===== src/rtl/mem_ring_ctrl.sv =====
// mem_ring_ctrl: arbiter and pointer controller that runs a 16x8 single-port
// buffer memory as a circular FIFO shared by an RX-side producer (writes) and a
// TX-side consumer (reads). One memory access per transaction; round-robin on
// contention; every output comes straight from a flop.
module mem_ring_ctrl #(
    parameter int unsigned AW = 4,
    parameter int unsigned DW = 8
) (
    input  logic          clk,
    input  logic          rst,
    // producer side
    input  logic          wr_req,
    input  logic [DW-1:0] wr_data,
    output logic          wr_ack,
    // consumer side
    input  logic          rd_req,
    output logic          rd_ack,
    output logic [DW-1:0] rd_data,
    output logic          rd_valid,
    // control and status
    input  logic          flush,
    output logic          full,
    output logic          empty,
    output logic [AW:0]   count,
    // memory port
    output logic [AW-1:0] mem_addr,
    output logic [DW-1:0] mem_wr_data,
    output logic          mem_wr,
    output logic          mem_rd,
    input  logic [DW-1:0] mem_rd_data
);

    localparam int unsigned DEPTH     = 1 << AW;
    localparam logic [AW:0] CNT_ONE   = (AW + 1)'(1);
    localparam logic [AW:0] CNT_LAST  = (AW + 1)'(DEPTH - 1);
    localparam logic [AW-1:0] PTR_ONE = AW'(1);

    typedef enum logic [1:0] {
        IDLE    = 2'd0,
        WR      = 2'd1,
        RD      = 2'd2,
        RD_WAIT = 2'd3
    } state_t;

    state_t        state;
    logic [AW-1:0] wptr;
    logic [AW-1:0] rptr;
    // 1: the last contested grant went to the reader, so the writer wins the next tie
    logic          last_rd;

    // eligibility of each requester, only meaningful while in IDLE
    logic          we_c;
    logic          re_c;
    logic          grant_wr_c;
    logic          grant_rd_c;

    // requester eligibility and round-robin tie break
    always_comb begin
        we_c       = wr_req & ~full;
        re_c       = rd_req & ~empty;
        grant_wr_c = 1'b0;
        grant_rd_c = 1'b0;
        if (we_c && re_c) begin
            grant_wr_c = last_rd;
            grant_rd_c = ~last_rd;
        end else begin
            grant_wr_c = we_c;
            grant_rd_c = re_c;
        end
    end

    // transaction sequencer: pointers, occupancy, flags and memory strobes
    always_ff @(posedge clk or negedge rst) begin
        if (!rst) begin
            state       <= IDLE;
            wptr        <= '0;
            rptr        <= '0;
            count       <= '0;
            full        <= 1'b0;
            empty       <= 1'b1;
            last_rd     <= 1'b1;
            wr_ack      <= 1'b0;
            rd_ack      <= 1'b0;
            rd_valid    <= 1'b0;
            rd_data     <= '0;
            mem_addr    <= '0;
            mem_wr_data <= '0;
            mem_wr      <= 1'b0;
            mem_rd      <= 1'b0;
        end else begin
            // strobes are single-cycle pulses
            wr_ack   <= 1'b0;
            rd_ack   <= 1'b0;
            rd_valid <= 1'b0;
            mem_wr   <= 1'b0;
            mem_rd   <= 1'b0;

            case (state)
                IDLE: begin
                    if (flush) begin
                        // flush beats any pending request
                        wptr  <= '0;
                        rptr  <= '0;
                        count <= '0;
                        full  <= 1'b0;
                        empty <= 1'b1;
                    end else if (grant_wr_c) begin
                        if (re_c) begin
                            last_rd <= 1'b0;
                        end
                        mem_wr      <= 1'b1;
                        mem_addr    <= wptr;
                        mem_wr_data <= wr_data;
                        wr_ack      <= 1'b1;
                        state       <= WR;
                    end else if (grant_rd_c) begin
                        if (we_c) begin
                            last_rd <= 1'b1;
                        end
                        mem_rd   <= 1'b1;
                        mem_addr <= rptr;
                        rd_ack   <= 1'b1;
                        state    <= RD;
                    end
                end

                WR: begin
                    // memory write happens this cycle; commit pointer and occupancy
                    wptr  <= wptr + PTR_ONE;
                    count <= count + CNT_ONE;
                    full  <= (count == CNT_LAST);
                    empty <= 1'b0;
                    state <= IDLE;
                end

                RD: begin
                    // read issued this cycle; data arrives from the memory next cycle
                    rptr  <= rptr + PTR_ONE;
                    count <= count - CNT_ONE;
                    full  <= 1'b0;
                    empty <= (count == CNT_ONE);
                    state <= RD_WAIT;
                end

                RD_WAIT: begin
                    rd_data  <= mem_rd_data;
                    rd_valid <= 1'b1;
                    state    <= IDLE;
                end

                default: begin
                    state <= IDLE;
                end
            endcase
        end
    end

endmodule

===== config.mk =====
export PLATFORM = sky130hd
export DESIGN_NAME = mem_ring_ctrl
export DESIGN_NICKNAME = d
export VERILOG_FILES = /design/src/rtl/mem_ring_ctrl.sv
export SDC_FILE = /design/constraint.sdc
export NUM_CORES = 1
export LEC_CHECK = 0
export CAP_MARGIN = 15
export CORE_ASPECT_RATIO = 0.9
export CORE_MARGIN = 2
export CORE_UTILIZATION = 48
export CTS_CLUSTER_SIZE = 40
export DETAILED_ROUTE_END_ITERATION = 10
export PLACE_DENSITY = 0.8
export RECOVER_POWER = 25
export SYNTH_ARGS = -nofsm -noshare
export SYNTH_HDL_FRONTEND = slang
export SYNTH_SLANG_ARGS = --single-unit

===== constraint.sdc =====
create_clock -name clk -period 2.6 [get_ports clk]
set_clock_uncertainty 0.2 [all_clocks]
set_input_delay 0.39 -clock clk [delete_from_list [all_inputs] [get_ports clk]]
set_output_delay 0.39 -clock clk [all_outputs]
set_load 0.02 [all_outputs]

==> run metrics, run 1 <==
outcome=complete, no violations; crit-path max FO=10; syn_area_per_cell=11.5 um^2; cts bufs inserted=5; Max H-tree Level=2; Port Buffer Count=52; Buf+Inv Stages, Crit Path=1; Post-synth EDFFs=0; Max Slew Vio Count=0; endpoints failing setup=0; Slowest-stage cell, CP=clkdlybuf4s50_1; root buf cell=clkbuf_8; WP data arrival=1.50 ns; Leak=0.00121 uW; DRT iter0 DRCs=70; Max VDD drop=~0.0005 V; post-CTS setup buffer count=0; Max Clock Freq=~480 MHz; Setup crit start=count[0]$_DFFE_PN0P_; hold crit path type=in -> async; Mapped Cells=about 180; met3 GRT Util=0.0579; slowest stage delay, CP=about 0.67 ns; CORE AREA=0.00410 mm^2; part of the cycle the worst path needs=0.803; worst slack at placement=0.406 ns; synthesized cell area=0.00207 mm^2; CTS Sinks=41; slew margin rel.=0.414; top cell family by delay on the critical path=buffers and inverters; GRT met1 Usage=0.256; GRT busiest layer=met2; post-DP HPWL=2.93 mm; Initial Util=0.504; Critical Path RT=2.01 ns; clock transition at the registers of the reported paths=approximately 0.08 ns; Post-Route WL=4.00 mm; number of global-route vias before repair=1,352; Die Area=slightly below 0.005 mm^2; post-layout min period=between 2 and 2.5 ns; post-cts resize count=0; DRC Markers=0; sequential fraction of the synthesis area=0.498; die span in y=around 66 um; Post-synth top flop=dfrtp_1; Fin. Hold Viols=0; layout net count=262; yosys warns=0; Pwr Density=1160 mW/mm^2; Post-Place Cell Area=0.00259 mm^2; Longest Clk Path Bufs=2; Die Span X=around 73 um; Design Area, Final=0.00271 mm^2; post-route ant nets=0; Distinct cells, synth=43; FF+latch count, synth=between 40 and 50; GRT met2 Usage=0.258; layout cell share with drive strength beyond 1=0.168; area taken by multi-input logic gates=943 um^2; Mapped Nets=210; setup ws final=0.513 ns; Total GRT Usage=0.182; DR vias=about 1,500; first-pass GRT wire length=about 6.6 mm; FF/Latch Area=0.00103 mm^2; initial antenna violation count=0; crit path launch type=flop; final setup TNS=0 ns; Skew-Pair Late Insertion Delay=roughly 0.29 ns; Layout fillers=328; largest net degree at the start of global routing=42; drt wl/cell=roughly 14 um; RSZ-0062 raised after global routing=false; number of max-cap violations=0; via/cell ratio=5.36; r2r startpoint=state[1]$_DFFE_PN0P_; flop2flop setup slack=between 0.5 and 0.6 ns; # hold bufs at CTS=0; Worst Setup End Kind=output pin; DR pass1 iterations=4; CTS tree=done; GPL Wtd Cong=between 0.7 and 0.8; fraction of registers with async set/reset=1.00; CP cell instances=clkdlybuf4s50_1; synthesis-to-finish area growth=31.2%; Worst Tran Pin Value=0.879 ns; Ports=53; # diodes=0; Setup CP Type=reg -> out; grt total ovfl=0; Rows=22
## final timing paths
check / endpoint / cells after the start
min in group clk: mem_addr[0]$_DFFE_PN0P_ / 2
max in group asynchronous: rptr[1]$_DFFE_PN0P_ / 1
min reg2reg: mem_addr[0]$_DFFE_PN0P_ / 2
max reg2reg: mem_wr_data[7]$_DFFE_PN0P_ / 5
min: mem_wr_data[2]$_DFFE_PN0P_ / 1
max: count[0] / 1
## placed cells by master, fill, tap and decap left out, types with 2 or more instances in the layout
cell and instances:
nand4_1 2, nor2_1 6, o21ai_0 18, nor3_1 4
mux2_4 8, dfstp_2 2, clkdlybuf4s50_1 51, and3_1 3
nor3b_1 2, nand2_1 18, xor2_1 2, mux2_2 10
ha_1 10, buf_4 3, clkbuf_8 6, nand3b_1 2
dfrtp_1 39, and2b_2 2, mux2i_1 6, inv_1 6
a32o_1 2, nor2b_1 2, a22o_1 2, xnor2_1 2
o21a_1 2, a21oi_1 4
## cells in the mapped netlist, drive strengths merged (3+ instances only)
cell	n	share of area
nor2	6	0.011
a21oi	4	0.0097
nand2	18	0.033
ha	10	0.061
inv	6	0.011
dfrtp	39	0.47
clkbuf	3	0.0054
mux2	18	0.11
nor3	4	0.0097
o21ai	19	0.046
nor2b	3	0.010
and3	3	0.0091
buf	7	0.030
mux2i	6	0.029
## sequential cells by signal, summed over array words and instances, names as in the netlist, 2 cells and up
signal       flops
wptr             4
mem_wr_data      8
mem_addr         4
count            5
state            2
rptr             4
rd_data          8
## per-layer routing
layer / wire, um / vias to the layer above / share of wire
li1: - / 730 / -
met1: 1950 / 712 / 0.49
met2: 1720 / 54 / 0.43
met3: 270 / 5 / 0.067
met4: 61 / 0 / 0.015
met5: 0 / - / 0
## layout make-up
| class | instances | area share |
|---|---|---|
| clock buffer | 6 | 0.0304 |
| clock inverter | 2 | 0.0138 |
| inverter | 6 | 0.00830 |
| multi-input combinational | 122 | 0.348 |
| sequential | 41 | 0.379 |
| tap | 48 | 0.0221 |
| timing repair buffer | 55 | 0.198 |
## where the power goes
| group | total (uW) | switching, uW | internal (uW) |
|---|---|---|---|
| clock network | 533 | 221 | 312 |
| logic | 1540 | 755 | 784 |
| registers | 1080 | 199 | 880 |
## cell families after synthesis
logic type / share of synthesized area
compound gates: 0.111
xor+xnor: 0.0170
fa+ha+maj: 0.0605
buf+inv: 0.0460
flops: 0.498
mux: 0.142
simple gates: 0.127
## through the flow
| step | std cells | total power, uW | hold WS [ns] | utilization |
|---|---|---|---|---|
| 2_1_floorplan | 179 | 2050 | -0.106 | - |
| 3_3_place_gp | 272 | 2600 | 0.265 | 0.632 |
| 3_5_place_dp | 272 | 2630 | 0.269 | 0.632 |
| 4_1_cts | 280 | 3170 | 0.0308 | 0.661 |
| 5_1_grt | 280 | 3360 | 0.0828 | 0.661 |
| 6_report | 280 | 3150 | 0.0113 | 0.661 |
Power figures use the tool's default switching activity.
==> run 2: changes to the inputs <==
==> constraint.sdc (replaced) <==
create_clock -name clk -period 2 [get_ports clk]
set_clock_uncertainty 0.2 [all_clocks]
set_input_delay 0.3 -clock clk [delete_from_list [all_inputs] [get_ports clk]]
set_output_delay 0.3 -clock clk [all_outputs]
set_load 0.02 [all_outputs]
==> run 2 against run 1 <==
Clock power grew 24%; cell count rose by 4.6%; die area unchanged; sequential share of layout area shrank 1.4 points; register-to-register slack worse by 0.45 ns; global-route usage is 0.50 points higher; first-iteration DRC count is 20% higher.
==> run metrics, run 2 (synthesized netlist as in run 1, its figures left out) <==
drt wl/cell=14.2 um (-0.78%); endpoints failing setup=0 (unchanged); Max H-tree Level=2 (unchanged); Pwr Density=1490 mW/mm^2 (+28%); Non-Filler Instances=293 (+4.6%); outcome=complete, no violations; Max Slew Vio Count=0 (unchanged); synthesis-to-finish area growth=36.5%; CP cell instances=clkdlybuf4s50_1; post-layout min period=1.95 ns; clock transition at the registers of the reported paths=0.07 ns (about the same); layout net count=275 (+5.0%); GPL Wtd Cong=0.786 (+0.13%); root buf cell=clkbuf_8; Longest Clk Path Bufs=2 (unchanged); CTS tree=done; hold crit path type=reg -> reg; Critical Path RT=1.50 ns (-0.51 ns); commonest cells after routing, fill and taps aside=clkdlybuf4s50_1, dfrtp_1, nand2_1, o21ai_0, buf_4; Slowest-stage cell, CP=clkdlybuf4s50_1; crit-path max FO=4 (-6); Fin. Hold Viols=0 (unchanged); crit path launch type=flop; Top Metal Used=met4; Ports=53 (unchanged); DR pass1 iterations=4 (unchanged); part of the cycle the worst path needs=0.974; post-DP HPWL=3.16 mm (+7.9%); initial antenna violation count=0 (unchanged); DRT iter0 DRCs=84 (+20%); CTS Sinks=41 (unchanged); via/cell ratio=5.21 (-2.8%); RSZ-0062 raised after global routing=false; top cell family by delay on the critical path=buffers and inverters; Int Power=2680 uW (+36%); net switching power=1520 uW (+29%); Worst Tran Pin Value=1.09 ns (+0.214 ns); Top Registers=mem_wr_data: 8 flops, rd_data: 8 flops, count: 5 flops; routed length on met1=1.91 mm (-2.0%); final setup TNS=0 ns (unchanged); Worst Setup End Kind=output pin; DRC Markers=0 (unchanged); number of max-cap violations=0 (unchanged); slowest stage delay, CP=0.60 ns (-0.07 ns); Initial Util=0.504 (unchanged); Sw Share=0.362 (-0.0109); Buf+Inv Stages, Crit Path=1 (unchanged); Max Clock Freq=roughly 510 MHz; Post-Route WL=4.16 mm (+3.8%); Leak=0.00127 uW (+5.2%); most common cell after layout, fill and taps aside=clkdlybuf4s50_1; Total GRT Usage=0.187 (+0.00502); CORE AREA=0.00410 mm^2 (unchanged); cts bufs inserted=5 (unchanged); Met3 Wirelength=269 um (-0.37%); met2 wire len=1.96 mm (+14%); Setup CP Type=reg -> out; placed cell count=284 (+4.4%); first-pass GRT wire length=6.85 mm (+3.2%); Die Area=0.00485 mm^2 (unchanged); DR vias=1,526 (+1.7%); clock share of power=0.158 (-0.011); die span in y=66.3 um (unchanged); largest net degree at the start of global routing=24 (-43%); grt total ovfl=0 (unchanged); Skew-Pair Late Insertion Delay=0.28 ns (about the same); post-route ant nets=0 (unchanged); # diodes=0 (unchanged); slew margin rel.=0.272 (-0.143); Rows=22 (unchanged); number of global-route vias before repair=1,490 (+10%); WP data arrival=1.45 ns (-0.05 ns); sequential fraction of design power=0.328 (-0.014); Die Span X=73.2 um (unchanged); Max VDD drop=0.000605 V (+21%); Port Buffer Count=52 (unchanged); layout cell share with drive strength beyond 1=0.204 (+0.0360); combinational group share of total power=0.514 (+0.025)
run 2: area by class of cell:
class	count	area (um^2)
Clock buffer	7	86.3
Clock inverter	1	30.0
Fill cell	296	1280
Inverter	6	22.5
Multi-Input combinational cell	122	943
Sequential cell	41	1030
Tap cell	48	60.1
Timing Repair Buffer	68	649
run 2: worst paths after layout:
kind | from | to | slack, ns | cells after the start
worst max-delay path | empty$_DFFE_PN1P_ | empty | 0.05 | 1
worst min register to register | mem_addr[0]$_DFFE_PN0P_ | mem_addr[0]$_DFFE_PN0P_ | 0.29 | 2
min in group asynchronous | rst | mem_addr[1]$_DFFE_PN0P_ | 0.53 | 2
worst max register to register | state[0]$_DFFE_PN0P_ | mem_wr_data[2]$_DFFE_PN0P_ | 0.12 | 5
max in group asynchronous | rst | empty$_DFFE_PN1P_ | 0.32 | 3
worst min-delay path | mem_addr[0]$_DFFE_PN0P_ | mem_addr[0]$_DFFE_PN0P_ | 0.29 | 2
run 2: power by group through the flow:
stage	Sequential (uW)	Combinational [uW]	Clock [uW]
floorplan	1660	1000	0
global placement	1380	2110	0
detailed placement	1390	2160	0
CTS	1380	2170	684
global route	1430	2350	720
finish	1380	2160	663
run 2: timing repair:
item,CTS,global route
setup buffers,0,0
setup endpoints to repair,0,1
endpoints found under the hold margin,18,0
gates resized for setup,0,1
hold buffers,1,0
run 2: layer usage:
layer	up-vias	GRT usage
met5	-	0
met4	0	0.0556
met3	2	0.0503
met2	51	0.305
met1	720	0.243
li1	753	-
run 2: through the flow:
| step | cell area [um^2] | total power (uW) | util | hold slack, ns | worst slack [ns] |
|---|---|---|---|---|---|
| 2_1_floorplan | 2070 | 2660 | - | -0.196 | 0.120 |
| 3_3_place_gp | 2700 | 3490 | 0.657 | 0.0699 | 0.0565 |
| 3_5_place_dp | 2700 | 3550 | 0.657 | 0.0715 | 0.0294 |
| 4_1_cts | 2820 | 4240 | 0.688 | 0.291 | 0.0138 |
| 5_1_grt | 2820 | 4490 | 0.688 | 0.309 | 0.0216 |
| 6_report | 2820 | 4200 | 0.688 | 0.289 | 0.0529 |
